==> config.mk <==
export PLATFORM = sky130hd
export DESIGN_NAME = program_memory_arbiter_flat
export DESIGN_NICKNAME = d
export VERILOG_FILES = /design/src/rtl/program_memory_arbiter_if.sv /design/src/rtl/program_memory_arbiter.sv /design/src/flat_wrapper.sv
export SDC_FILE = /design/constraint.sdc
export NUM_CORES = 1
export LEC_CHECK = 0
export ABC_AREA = 1
export CAP_MARGIN = 20
export CORE_MARGIN = 2
export CORE_UTILIZATION = 25
export CTS_CLUSTER_DIAMETER = 200
export DETAILED_ROUTE_END_ITERATION = 12
export PLACE_DENSITY = 0.5
export SLEW_MARGIN = 30
export SYNTH_ARGS = -nofsm -noshare
export SYNTH_HDL_FRONTEND = slang
export SYNTH_SLANG_ARGS = --single-unit
==> constraint.sdc <==
create_clock -name clk -period 5.4 [get_ports clk]
set_input_delay 1.08 -clock clk [delete_from_list [all_inputs] [get_ports clk]]
set_output_delay 1.08 -clock clk [all_outputs]
set_load 0.03 [all_outputs]
==> src/rtl/program_memory_arbiter_if.sv <==
// program_memory_arbiter_if: fetch/data request ports plus the program memory bus
interface program_memory_arbiter_if #(parameter int DATA_WIDTH = 32);
  logic                  f_req_i;
  logic [DATA_WIDTH-1:0] f_addr_i;
  logic                  f_gnt_o;
  logic                  f_rvalid_o;
  logic                  d_req_i;
  logic [DATA_WIDTH-1:0] d_addr_i;
  logic                  d_gnt_o;
  logic                  d_rvalid_o;
  logic [DATA_WIDTH-1:0] rdata_o;
  logic                  err_o;
  logic [DATA_WIDTH-1:0] mem_addr_o;
  logic [DATA_WIDTH-1:0] mem_rdata_i;
  modport slave (
    input  f_req_i, f_addr_i, d_req_i, d_addr_i, mem_rdata_i,
    output f_gnt_o, f_rvalid_o, d_gnt_o, d_rvalid_o, rdata_o, err_o, mem_addr_o
  );
  modport master (
    output f_req_i, f_addr_i, d_req_i, d_addr_i, mem_rdata_i,
    input  f_gnt_o, f_rvalid_o, d_gnt_o, d_rvalid_o, rdata_o, err_o, mem_addr_o
  );
endinterface

==> src/rtl/program_memory_arbiter.sv <==
// program_memory_arbiter: shares the program memory between fetch and data ports with wait states
module program_memory_arbiter #(
  parameter int DATA_WIDTH   = 32,
  parameter int MEMORY_DEPTH = 32,
  parameter int WAIT_CYCLES  = 0,
  parameter int ROUND_ROBIN  = 1
) (
  input logic                   clk,
  input logic                   reset,
  program_memory_arbiter_if.slave bus
);
  typedef enum logic [1:0] {IDLE, WAIT, RESP} state_t;
  state_t                state_q;
  logic [3:0]            cnt_q;
  logic                  prio_q, sel_q, ce_q, f_rvalid_q, d_rvalid_q, err_q;
  logic [DATA_WIDTH-1:0] addr_q, rdata_q;
  logic                  both, pick_d, gnt, gerr, nsel, nerr, enter_resp;
  logic [DATA_WIDTH-1:0] gaddr;
  // Pick the winner, flag bad addresses and work out whether this edge enters RESP
  always_comb begin
    both       = bus.f_req_i & bus.d_req_i;
    pick_d     = both ? (ROUND_ROBIN != 0 && prio_q) : bus.d_req_i;
    gnt        = !reset && state_q != WAIT && (bus.f_req_i | bus.d_req_i);
    gaddr      = pick_d ? bus.d_addr_i : bus.f_addr_i;
    gerr       = gaddr[1:0] != 2'b00 || {2'b00, gaddr[DATA_WIDTH-1:2]} >= DATA_WIDTH'(MEMORY_DEPTH);
    enter_resp = gnt ? WAIT_CYCLES == 0 : state_q == WAIT && cnt_q == 4'd0;
    nsel       = gnt ? pick_d : sel_q;
    nerr       = gnt ? gerr : ce_q;
  end
  // Access sequencing: capture on grant, count wait states, register the response
  always_ff @(posedge clk) begin
    if (reset) begin
      state_q    <= IDLE;
      cnt_q      <= 4'd0;
      prio_q     <= 1'b0;
      sel_q      <= 1'b0;
      ce_q       <= 1'b0;
      f_rvalid_q <= 1'b0;
      d_rvalid_q <= 1'b0;
      err_q      <= 1'b0;
      addr_q     <= '0;
      rdata_q    <= '0;
    end else begin
      f_rvalid_q <= enter_resp & ~nsel;
      d_rvalid_q <= enter_resp & nsel;
      err_q      <= enter_resp & nerr;
      if (enter_resp) rdata_q <= nerr ? '0 : bus.mem_rdata_i;
      if (gnt) begin
        addr_q  <= gaddr;
        sel_q   <= pick_d;
        ce_q    <= gerr;
        cnt_q   <= 4'(WAIT_CYCLES - 1);
        state_q <= (WAIT_CYCLES == 0) ? RESP : WAIT;
        if (both) prio_q <= ~pick_d;
      end else if (state_q == WAIT) begin
        cnt_q   <= cnt_q - 4'd1;
        state_q <= (cnt_q == 4'd0) ? RESP : WAIT;
      end else begin
        state_q <= IDLE;
      end
    end
  end
  assign bus.f_gnt_o    = gnt & ~pick_d;
  assign bus.d_gnt_o    = gnt & pick_d;
  assign bus.f_rvalid_o = f_rvalid_q;
  assign bus.d_rvalid_o = d_rvalid_q;
  assign bus.err_o      = err_q;
  assign bus.rdata_o    = rdata_q;
  assign bus.mem_addr_o = gnt ? gaddr : addr_q;
endmodule
==> src/flat_wrapper.sv <==
// flat-port wrapper written by rule: the top's interface ports become plain ports
module program_memory_arbiter_flat 
#(
  parameter int DATA_WIDTH   = 32,
  parameter int MEMORY_DEPTH = 32,
  parameter int WAIT_CYCLES  = 0,
  parameter int ROUND_ROBIN  = 1
)
  (clk, reset, bus_f_req_i, bus_f_addr_i, bus_d_req_i, bus_d_addr_i, bus_mem_rdata_i, bus_f_gnt_o, bus_f_rvalid_o, bus_d_gnt_o, bus_d_rvalid_o, bus_rdata_o, bus_err_o, bus_mem_addr_o);
  program_memory_arbiter_if #(.DATA_WIDTH(DATA_WIDTH)) bus_i ();
  input logic clk;
  input logic reset;
  input wire logic [$bits(bus_i.f_req_i)-1:0] bus_f_req_i;
  input wire logic [$bits(bus_i.f_addr_i)-1:0] bus_f_addr_i;
  input wire logic [$bits(bus_i.d_req_i)-1:0] bus_d_req_i;
  input wire logic [$bits(bus_i.d_addr_i)-1:0] bus_d_addr_i;
  input wire logic [$bits(bus_i.mem_rdata_i)-1:0] bus_mem_rdata_i;
  output wire logic [$bits(bus_i.f_gnt_o)-1:0] bus_f_gnt_o;
  output wire logic [$bits(bus_i.f_rvalid_o)-1:0] bus_f_rvalid_o;
  output wire logic [$bits(bus_i.d_gnt_o)-1:0] bus_d_gnt_o;
  output wire logic [$bits(bus_i.d_rvalid_o)-1:0] bus_d_rvalid_o;
  output wire logic [$bits(bus_i.rdata_o)-1:0] bus_rdata_o;
  output wire logic [$bits(bus_i.err_o)-1:0] bus_err_o;
  output wire logic [$bits(bus_i.mem_addr_o)-1:0] bus_mem_addr_o;
  assign bus_i.f_req_i = bus_f_req_i;
  assign bus_i.f_addr_i = bus_f_addr_i;
  assign bus_i.d_req_i = bus_d_req_i;
  assign bus_i.d_addr_i = bus_d_addr_i;
  assign bus_i.mem_rdata_i = bus_mem_rdata_i;
  assign bus_f_gnt_o = bus_i.f_gnt_o;
  assign bus_f_rvalid_o = bus_i.f_rvalid_o;
  assign bus_d_gnt_o = bus_i.d_gnt_o;
  assign bus_d_rvalid_o = bus_i.d_rvalid_o;
  assign bus_rdata_o = bus_i.rdata_o;
  assign bus_err_o = bus_i.err_o;
  assign bus_mem_addr_o = bus_i.mem_addr_o;
  program_memory_arbiter #(.DATA_WIDTH(DATA_WIDTH), .MEMORY_DEPTH(MEMORY_DEPTH), .WAIT_CYCLES(WAIT_CYCLES), .ROUND_ROBIN(ROUND_ROBIN)) u_core (.clk(clk), .reset(reset), .bus(bus_i));
endmodule
==> results.md, run 1 <==
* Initial Util at 25.6%
* Busiest grt layer: met2
* Root Buffer: clkbuf_16
* Final count of pins violating max slew at 0
* Post-synth EDFFs at 0
* Drt wl/cell at 13.0 um
* Final setup viols at 0
* Number of I/O port buffers at 168
* DRT Wirelength at 11200 um
* Critical Path Fanout Max at 16
* Die Wd at 126 um
* Min-Delay Path Class: reg2reg
* Fmax at 220 MHz
* Required @ worst endpoint at 4.32 ns
* WS Path Type: in2out
* Clock skew at 0.00434 ns
* Commonest cells after routing, fill and taps aside: 167 x clkdlybuf4s50_1, 137 x nand2_1, 76 x dfxtp_1
* Final net count at 776
* Post-DP HPWL at 7950 um
* Ys Warns at 0
* GRT met3 Usage at 6.67%
* Non-filler cells, final at 862
* Largest net degree at the start of global routing at 68
* Synth Flop Type: dfxtp_1
* CTS tree: done
* Yosys reg bits at 76
* Met2 Use GR at 22.8%
* Final Critical Period at 4.54 ns
* Die height at 126 um
* Ports at 169
* Final TNS setup at 0 ns
* Register area share after synthesis at 40.9%
* Pre-antenna DRT Iters at 4
* Antenna violations before repair at 0
* Layout cell share with drive strength beyond 1 at 9.29%
* Die area at 0.0159 sq mm
* First-pass GRT wire length at 18300 um
* RSZ-0062 raised after global routing: false
* Worst Tran Pin Value at 0.599 ns
* Setup bufs post-CTS at 0
* Worst EP arrival at 3.46 ns
* Final Hold Viols at 0
* Worst Hold Depth at 2
* Core area at 0.0145 sq mm
* Fill cells at 1507
* Final Wtd Congestion at 0.753
* WP buf/inv at 3
* Footprint of the multi-input gates at 0.00179 sq mm
* Worst-Skew Late Latency at 0.33 ns
* Worst-path clk slew at 0.05 ns
* Critical Path, Cell by Cell: clkdlybuf4s50_1 -> nor2_1 -> nor2_4 -> inv_2 -> nor2_1 -> nand2_1 -> nand3_1 -> clkdlybuf4s50_1
* CTS resizes at 0
* Clock Path Buffers at 2
* Number of vias per cell at 4.38
* Met1 usage at 17.5%
* Worst Hold End: u_core.addr_q[30]$_SDFF_PP0_
* CTS Buf Count at 9
* Status: completed
* Power density over cell area at 285 mW/mm^2
* Hold path start: u_core.addr_q[30]$_SDFF_PP0_
* Gate Count Post-Synth at 524
* Async set-or-reset flop fraction in the synthesized netlist at 0%
* DRC Markers at 0
* Worst R2R Path Depth at 14
* Relative slew slack at 60.0%
* Ant diodes at 0
* VDD IR-drop max at 190 uV
* CP peak stage delay at 0.67 ns
* Mean Syn Cell Area at 7.10 sq um
* 1st-iter DRT viols at 145
* Family with the most delay on the worst path: buffers and inverters
* Seq. cell area at 0.00152 sq mm
* Num rows at 44
* Grt ovf at 0
* Max cap viols at 0
* Post-synthesis net count at 626
* Synth cell types at 25
* Total GRT Usage at 14.3%
* Slowest cell on crit path: clkdlybuf4s50_1
* Hold_buf cts at 0
* Reg2Reg Setup Slack at 3.01 ns
* DR vias at 3773
* Most common cell after layout, fill and taps aside: clkdlybuf4s50_1
* CTS Sinks at 76
* Critical R2R Launch: u_core.prio_q$_SDFFE_PP0P_
* Dpl cells at 847
* Vias in the first global route at 3627
* Area growth syn-to-layout at 55.6%
* Synthesized area at 0.00372 sq mm
* P_leak at 2.50 nW
* Routed Antenna Nets at 0
* Crit. End Element: primary output
* CTS HTree Levels at 3
* Startpoint types: primary input
* Period utilization at 84.1%
* Worst r2r dst: u_core.bus.rdata_o[6]$_SDFFE_PP0P_
-- kinds of logic (layout without fill, tap and decap cells) --
logic type | count (synthesis) | after routing | share of synthesized area [%]
DFF | 76 | 76 | 40.9
AOI/OAI and AO/OA | 128 | 128 | 19.8
buffers and inverters | 96 | 250 | 11.3
adders and majority gates | 2 | 2 | 0.672
and+or+nand+nor | 222 | 222 | 27.3
-- sequential cells by signal, summed over array words and instances, names as in the netlist --
register / count
u_core.sel_q: 1
u_core.addr_q: 32
u_core.bus.d_rvalid_o: 1
u_core.prio_q: 1
u_core.cnt_q: 4
u_core.bus.f_rvalid_o: 1
u_core.ce_q: 1
u_core.bus.rdata_o: 32
u_core.state_q: 2
u_core.bus.err_o: 1
-- power by group --
group	switching (W)	internal (W)	leakage, nW
combinational	0.000252	0.000204	1.73
sequential	0.0000141	0.000603	0.628
clock	0.000221	0.000358	0.145
-- cell type report --
cell class	instances	area share [%]
Timing Repair Buffer	174	30.0
Multi-Input combinational cell	352	30.8
Clock inverter	1	0.0864
Clock buffer	14	4.91
Tap cell	184	3.98
Inverter	61	3.96
Sequential cell	76	26.3
-- how the worst max path moves through the flow --
| stage | startpoint | to | slack, ns | cells past startpoint |
|---|---|---|---|---|
| final | bus_f_req_i | bus_mem_addr_o[2] | 0.86 | 8 |
| after global routing | bus_f_req_i | bus_mem_addr_o[2] | 0.63 | 8 |
| after CTS | bus_f_req_i | bus_mem_addr_o[5] | 0.85 | 8 |
| after detailed placement | bus_f_req_i | bus_mem_addr_o[5] | 0.85 | 8 |
| after global placement | bus_f_req_i | bus_mem_addr_o[6] | 0.91 | 8 |
| after floorplan | bus_d_req_i | bus_mem_addr_o[2] | 1.78 | 7 |
-- synthesized netlist by cell type (10+ instances only) --
master    instances  area (sq um)
nand3_1          10          50.1
inv_1            59           221
clkbuf_1         17          63.8
or2_2            23           144
nand3b_1         20           150
dfxtp_1          76          1520
a21oi_1          55           275
buf_2            10          50.1
nand2_1         137           514
a211oi_1         23           173
nor2_1           20          75.1
o21ai_0          35           175
-- worst register-to-register path, cell delays in order, from the launching register on --
cell and delay [ns]:
dfxtp_1 0.30, inv_2 0.07, nand2_4 0.17, nand2_2 0.20, buf_4 0.29, nand2_1 0.10
nand2_1 0.12, nand2_1 0.06, nor2_1 0.12, nand2_1 0.07, nor2_1 0.13, nand2_1 0.11
nand2_4 0.30, nand2_1 0.14, a21oi_2 0.13
-- routing by layer --
| metal | vias to the layer above | wire, um |
|---|---|---|
| met4 | 0 | 70 |
| met1 | 1649 | 5230 |
| met2 | 129 | 4930 |
| met3 | 5 | 1000 |
| li1 | 1990 | - |
| met5 | - | 0 |
-- metrics by stage --
step	cell area, sq um	hold slack (ns)	setup WS, ns	utilization, %	total power (W)
after floorplan	3720	0.434	1.78	-	0.000889
after global placement	5500	0.449	0.911	37.8	0.00108
after detailed placement	5500	0.453	0.849	37.8	0.00109
after CTS	5790	0.464	0.847	39.8	0.00169
after global routing	5790	0.487	0.631	39.8	0.00175
final	5790	0.462	0.858	39.8	0.00165
No activity file was read; power rests on OpenSTA's default activity.
==> inputs of run 2 (changes only) <==
Clock period 5.4 ns to 4.7 ns, I/O delays scaled along.
==> run 2 against run 1 <==
Compared with the run above:
- worst setup slack worse by 0.048 ns
- flip-flop and latch count did not move
- largest cell class unchanged
- power up 13%
- critical endpoint is now bus_mem_addr_o[24]
- combinational power grew 12%
- cell area shrank 1.8%
- sequential power up 15%
- critical path depth unchanged
- register-to-register slack got worse by 0.76 ns
- global-route usage rose by 0.28 points
- clock power is 11% higher
==> results.md, run 2 (synthesized netlist as in run 1, its figures left out) <==
* Status: completed
* Power density over cell area at 328 mW/mm^2
* Vias in the first global route at 3765
* Period utilization at 82.8%
* WS Path Type: in2out
* Worst Hold Depth at 2
* Final Power at 0.00187 W
* Die Wd at 126 um
* Fill cells at 1555
* Root Buffer: clkbuf_16
* Total GRT Usage at 14.5%
* Routed Antenna Nets at 0
* Final Critical Period at 3.89 ns
* First-pass GRT wire length at 18700 um
* Critical R2R Launch: u_core.prio_q$_SDFFE_PP0P_
* Final setup viols at 0
* Grt ovf at 0
* Clock Path Buffers at 2
* Worst r2r dst: u_core.bus.rdata_o[6]$_SDFFE_PP0P_
* Max cap viols at 0
* Pre-antenna DRT Iters at 4
* Final count of pins violating max slew at 0
* Most common cell after layout, fill and taps aside: nand2_1
* Hold_buf cts at 0
* Area after DPL at 0.00542 sq mm
* Final instance area at 0.00569 sq mm
* VDD IR-drop max at 250 uV
* Final net count at 776
* CTS Buf Count at 9
* Antenna violations before repair at 0
* P_leak at 2.53 nW
* Post-place setup slack at 0.818 ns
* CTS HTree Levels at 3
* Worst Tran Pin Value at 0.582 ns
* CTS Sinks at 76
* Worst-path clk slew at 0.06 ns
* Layout cell share with drive strength beyond 1 at 14.3%
* Ant diodes at 0
* Final Wtd Congestion at 0.781
* Worst R2R Path Depth at 14
* Num rows at 44
* Commonest cells after routing, fill and taps aside: 137 x nand2_1, 133 x clkdlybuf4s50_1, 76 x dfxtp_1
* Drt wl/cell at 13.4 um
* Core area at 0.0145 sq mm
* Worst EP arrival at 2.95 ns
* DRC Markers at 0
* 1st-iter DRT viols at 205
* Fin Hold WS at 0.472 ns
* Relative slew slack at 61.2%
* Largest net degree at the start of global routing at 68
* Reg2Reg Setup Slack at 2.25 ns
* Number of vias per cell at 4.41
* Clock skew at 0.00655 ns
* Setup slack after layout at 0.810 ns
* Crit. End Element: primary output
* Min-Delay Path Class: reg2reg
* Worst-Skew Late Latency at 0.34 ns
* Die height at 126 um
* Required @ worst endpoint at 3.76 ns
* Final Hold Viols at 0
* Setup bufs post-CTS at 0
* DRT Wirelength at 11600 um
* RSZ-0062 raised after global routing: false
* DR vias at 3804
* Die area at 0.0159 sq mm
* Startpoint types: primary input
* CTS resizes at 0
* Initial Util at 25.6%
* Ports at 169
* Fmax at 257 MHz
* Final TNS setup at 0 ns
* Number of I/O port buffers at 168
* CTS tree: done
* Worst Hold End: u_core.addr_q[30]$_SDFF_PP0_
* Post-DP HPWL at 8000 um
* Hold path start: u_core.addr_q[30]$_SDFF_PP0_
* Critical Path Fanout Max at 67
* Area growth syn-to-layout at 52.8%
run 2: cell types whose count changed in the layout (fill, tap and decap cells not counted):
cell	delta
buf_4	+34
clkbuf_1	+1
clkbuf_8	-3
clkdlybuf4s50_1	-34
clkinv_2	+1
clkinvlp_4	+2
run 2: layout make-up:
cell class / count / area, sq um / area share [%]
Multi-Input combinational cell: 352 / 1790 / 31.4
Clock buffer: 12 / 246 / 4.33
Timing Repair Buffer: 174 / 1650 / 29.0
Tap cell: 184 / 230 / 4.05
Sequential cell: 76 / 1520 / 26.8
Clock inverter: 4 / 25.0 / 0.440
Inverter: 61 / 229 / 4.03
run 2: critical path, stage by stage:
cell and delay [ns]:
clkdlybuf4s50_1 0.54, nor2_1 0.10, nor2_4 0.22, buf_4 0.52, or2_2 0.22, inv_1 0.05, a21oi_1 0.14, buf_4 0.18
run 2: per-stage QoR:
| stage | instances | util (%) |
|---|---|---|
| after floorplan | 524 | - |
| after detailed placement | 847 | 37.3 |
| after global placement | 847 | 37.3 |
| after CTS | 863 | 39.1 |
| after global routing | 863 | 39.1 |
| final | 863 | 39.1 |
run 2: power breakdown:
part	switching (W)	leakage (nW)	internal (W)
sequential	0.0000169	0.628	0.000692
clock	0.000274	0.129	0.000370
combinational	0.000291	1.77	0.000222
total	0.000581	2.53	0.00128
run 2: metal layers:
layer,track usage [%],share of wire (%),vias to the layer above
met2,22.3,43,128
met5,0,0,-
met1,18.7,47,1685
li1,-,-,1984
met3,6.67,9.0,7
met4,3.43,0.82,0
run 2: how the worst max path moves through the flow:
stage                 from            endpoint  slack (ns)  depth (start not counted)
6_report       bus_f_req_i  bus_mem_addr_o[24]        0.81                          8
5_1_grt        bus_f_req_i  bus_mem_addr_o[20]        0.65                          8
4_1_cts        bus_f_req_i  bus_mem_addr_o[22]        0.81                          8
3_5_place_dp   bus_f_req_i  bus_mem_addr_o[22]        0.82                          8
3_3_place_gp   bus_f_req_i  bus_mem_addr_o[27]        0.86                          8
2_1_floorplan  bus_d_req_i   bus_mem_addr_o[2]        1.36                          7
==> inputs of run 3 (changes only) <==
Clock period 4.7 ns to 3.65 ns, I/O delays scaled along.
==> run 3 against run 2 <==
Compared with the run above:
- non-clock buffer count increased by 2
- combinational power rose by 29%
- cell area increased by 1.1%
- highest routed layer unchanged
- clock-buffer cell count is the same
- largest cell class unchanged
- core utilization up 0.41 points
- sequential share of layout area decreased by 0.28 points
- worst setup slack worse by 0.35 ns
==> results.md, run 3 (synthesized netlist as in run 1, its figures left out) <==
* Setup slack after layout at 0.465 ns
* Largest net degree at the start of global routing at 66
* Vias in the first global route at 3830
* Layout cell share with drive strength beyond 1 at 14.7%
* Die height at 126 um
* CTS HTree Levels at 3
* Final count of pins violating max slew at 0
* DR vias at 3835
* Worst R2R Path Depth at 14
* Commonest cells after routing, fill and taps aside: 137 x nand2_1, 133 x clkdlybuf4s50_1, 76 x dfxtp_1
* Worst Tran Pin Value at 0.594 ns
* Ports at 169
* Fin Hold WS at 0.464 ns
* VDD IR-drop max at 175 uV
* Relative slew slack at 60.4%
* Hold path start: u_core.addr_q[30]$_SDFF_PP0_
* Initial Util at 25.6%
* Min-Delay Path Class: reg2reg
* Fmax at 314 MHz
* Total GRT Usage at 14.1%
* CTS Buf Count at 9
* DRT Wirelength at 11400 um
* P_leak at 2.56 nW
* Critical R2R Launch: u_core.prio_q$_SDFFE_PP0P_
* Clock Path Buffers at 2
* Die area at 0.0159 sq mm
* Hold_buf cts at 0
* Status: completed
* 1st-iter DRT viols at 156
* Final Power at 0.00248 W
* Number of vias per cell at 4.43
* Final Critical Period at 3.18 ns
* Final setup viols at 0
* Period utilization at 87.3%
* Power density over cell area at 432 mW/mm^2
* Drt wl/cell at 13.2 um
* Fill cells at 1515
* Worst EP arrival at 2.45 ns
* Worst Hold End: u_core.addr_q[30]$_SDFF_PP0_
* Crit. End Element: primary output
* Post-place setup slack at 0.454 ns
* Area growth syn-to-layout at 54.4%
* Final net count at 778
* Ant diodes at 0
* Root Buffer: clkbuf_16
* Pre-antenna DRT Iters at 4
* First-pass GRT wire length at 18400 um
* Setup crit start: bus_d_req_i
* CTS resizes at 0
* Worst-Skew Late Latency at 0.33 ns
* Worst-path clk slew at 0.06 ns
* Die Wd at 126 um
* DRC Markers at 0
* Clock skew at 0.00787 ns
* Startpoint types: primary input
* Final Wtd Congestion at 0.776
* Reg2Reg Setup Slack at 1.46 ns
* Final TNS setup at 0 ns
* Post-DP HPWL at 8040 um
* CTS tree: done
* Worst Hold Depth at 2
* WS Path Type: in2out
* Grt ovf at 0
* Num rows at 44
* Worst r2r dst: u_core.bus.rdata_o[7]$_SDFFE_PP0P_
* Critical Path Fanout Max at 16
* Routed Antenna Nets at 0
* Post-layout util at 39.5%
* Setup bufs post-CTS at 0
* Required @ worst endpoint at 2.92 ns
* Number of I/O port buffers at 168
* RSZ-0062 raised after global routing: false
* Core area at 0.0145 sq mm
* Most common cell after layout, fill and taps aside: nand2_1
* Final Hold Viols at 0
* Max cap viols at 0
* CTS Sinks at 76
* Antenna violations before repair at 0
==> run 3: changes by cell type in the layout (fill, tap and decap cells not counted), sizes merged <==
cell,delta
clkinvlp,-1
buf,+2
bufinv,+1
==> run 3: layout make-up <==
cell class,count,area (sq um),area share [%]
Inverter,61,229,3.98
Timing Repair Buffer,176,1680,29.2
Sequential cell,76,1520,26.5
Clock inverter,4,47.5,0.827
Tap cell,184,230,4.01
Clock buffer,12,256,4.46
Multi-Input combinational cell,352,1790,31.1
==> run 3: layer usage <==
layer | track usage (%) | share of wire (%) | vias up | routed length, um
li1 | - | - | 1987 | -
met2 | 22.6 | 43 | 124 | 4920
met4 | 5.04 | 1.3 | 0 | 147
met1 | 17.7 | 48 | 1712 | 5450
met3 | 4.63 | 7.7 | 12 | 883
met5 | 0 | 0 | - | 0
==> run 3: through the flow <==
stage / instance area (sq um) / instances
detailed placement: 5440 / 849
finish: 5750 / 865
global route: 5750 / 865
CTS: 5750 / 865
floorplan: 3720 / 524
global placement: 5440 / 849
==> run 3: power by group <==
group / internal (W) / switching [W]
clock: 0.000564 / 0.000338
sequential: 0.000891 / 0.0000223
combinational: 0.000290 / 0.000375
==> run 3: worst max path at each step <==
stage                                           to  slack [ns]
2_1_floorplan                    bus_mem_addr_o[2]        0.73
5_1_grt                          bus_mem_addr_o[3]        0.29
4_1_cts                          bus_mem_addr_o[4]        0.46
3_5_place_dp   u_core.bus.rdata_o[24]$_SDFFE_PP0P_        0.45
3_3_place_gp                     bus_mem_addr_o[6]        0.51
6_report                         bus_mem_addr_o[5]        0.47
==> run 3: worst max-delay path, cell delays in order <==
cell	delay, ns
clkdlybuf4s50_1	0.54
nor2_1	0.10
nor2_4	0.16
inv_2	0.14
nor2_1	0.37
nand2_1	0.14
nand3_1	0.10
buf_4	0.16
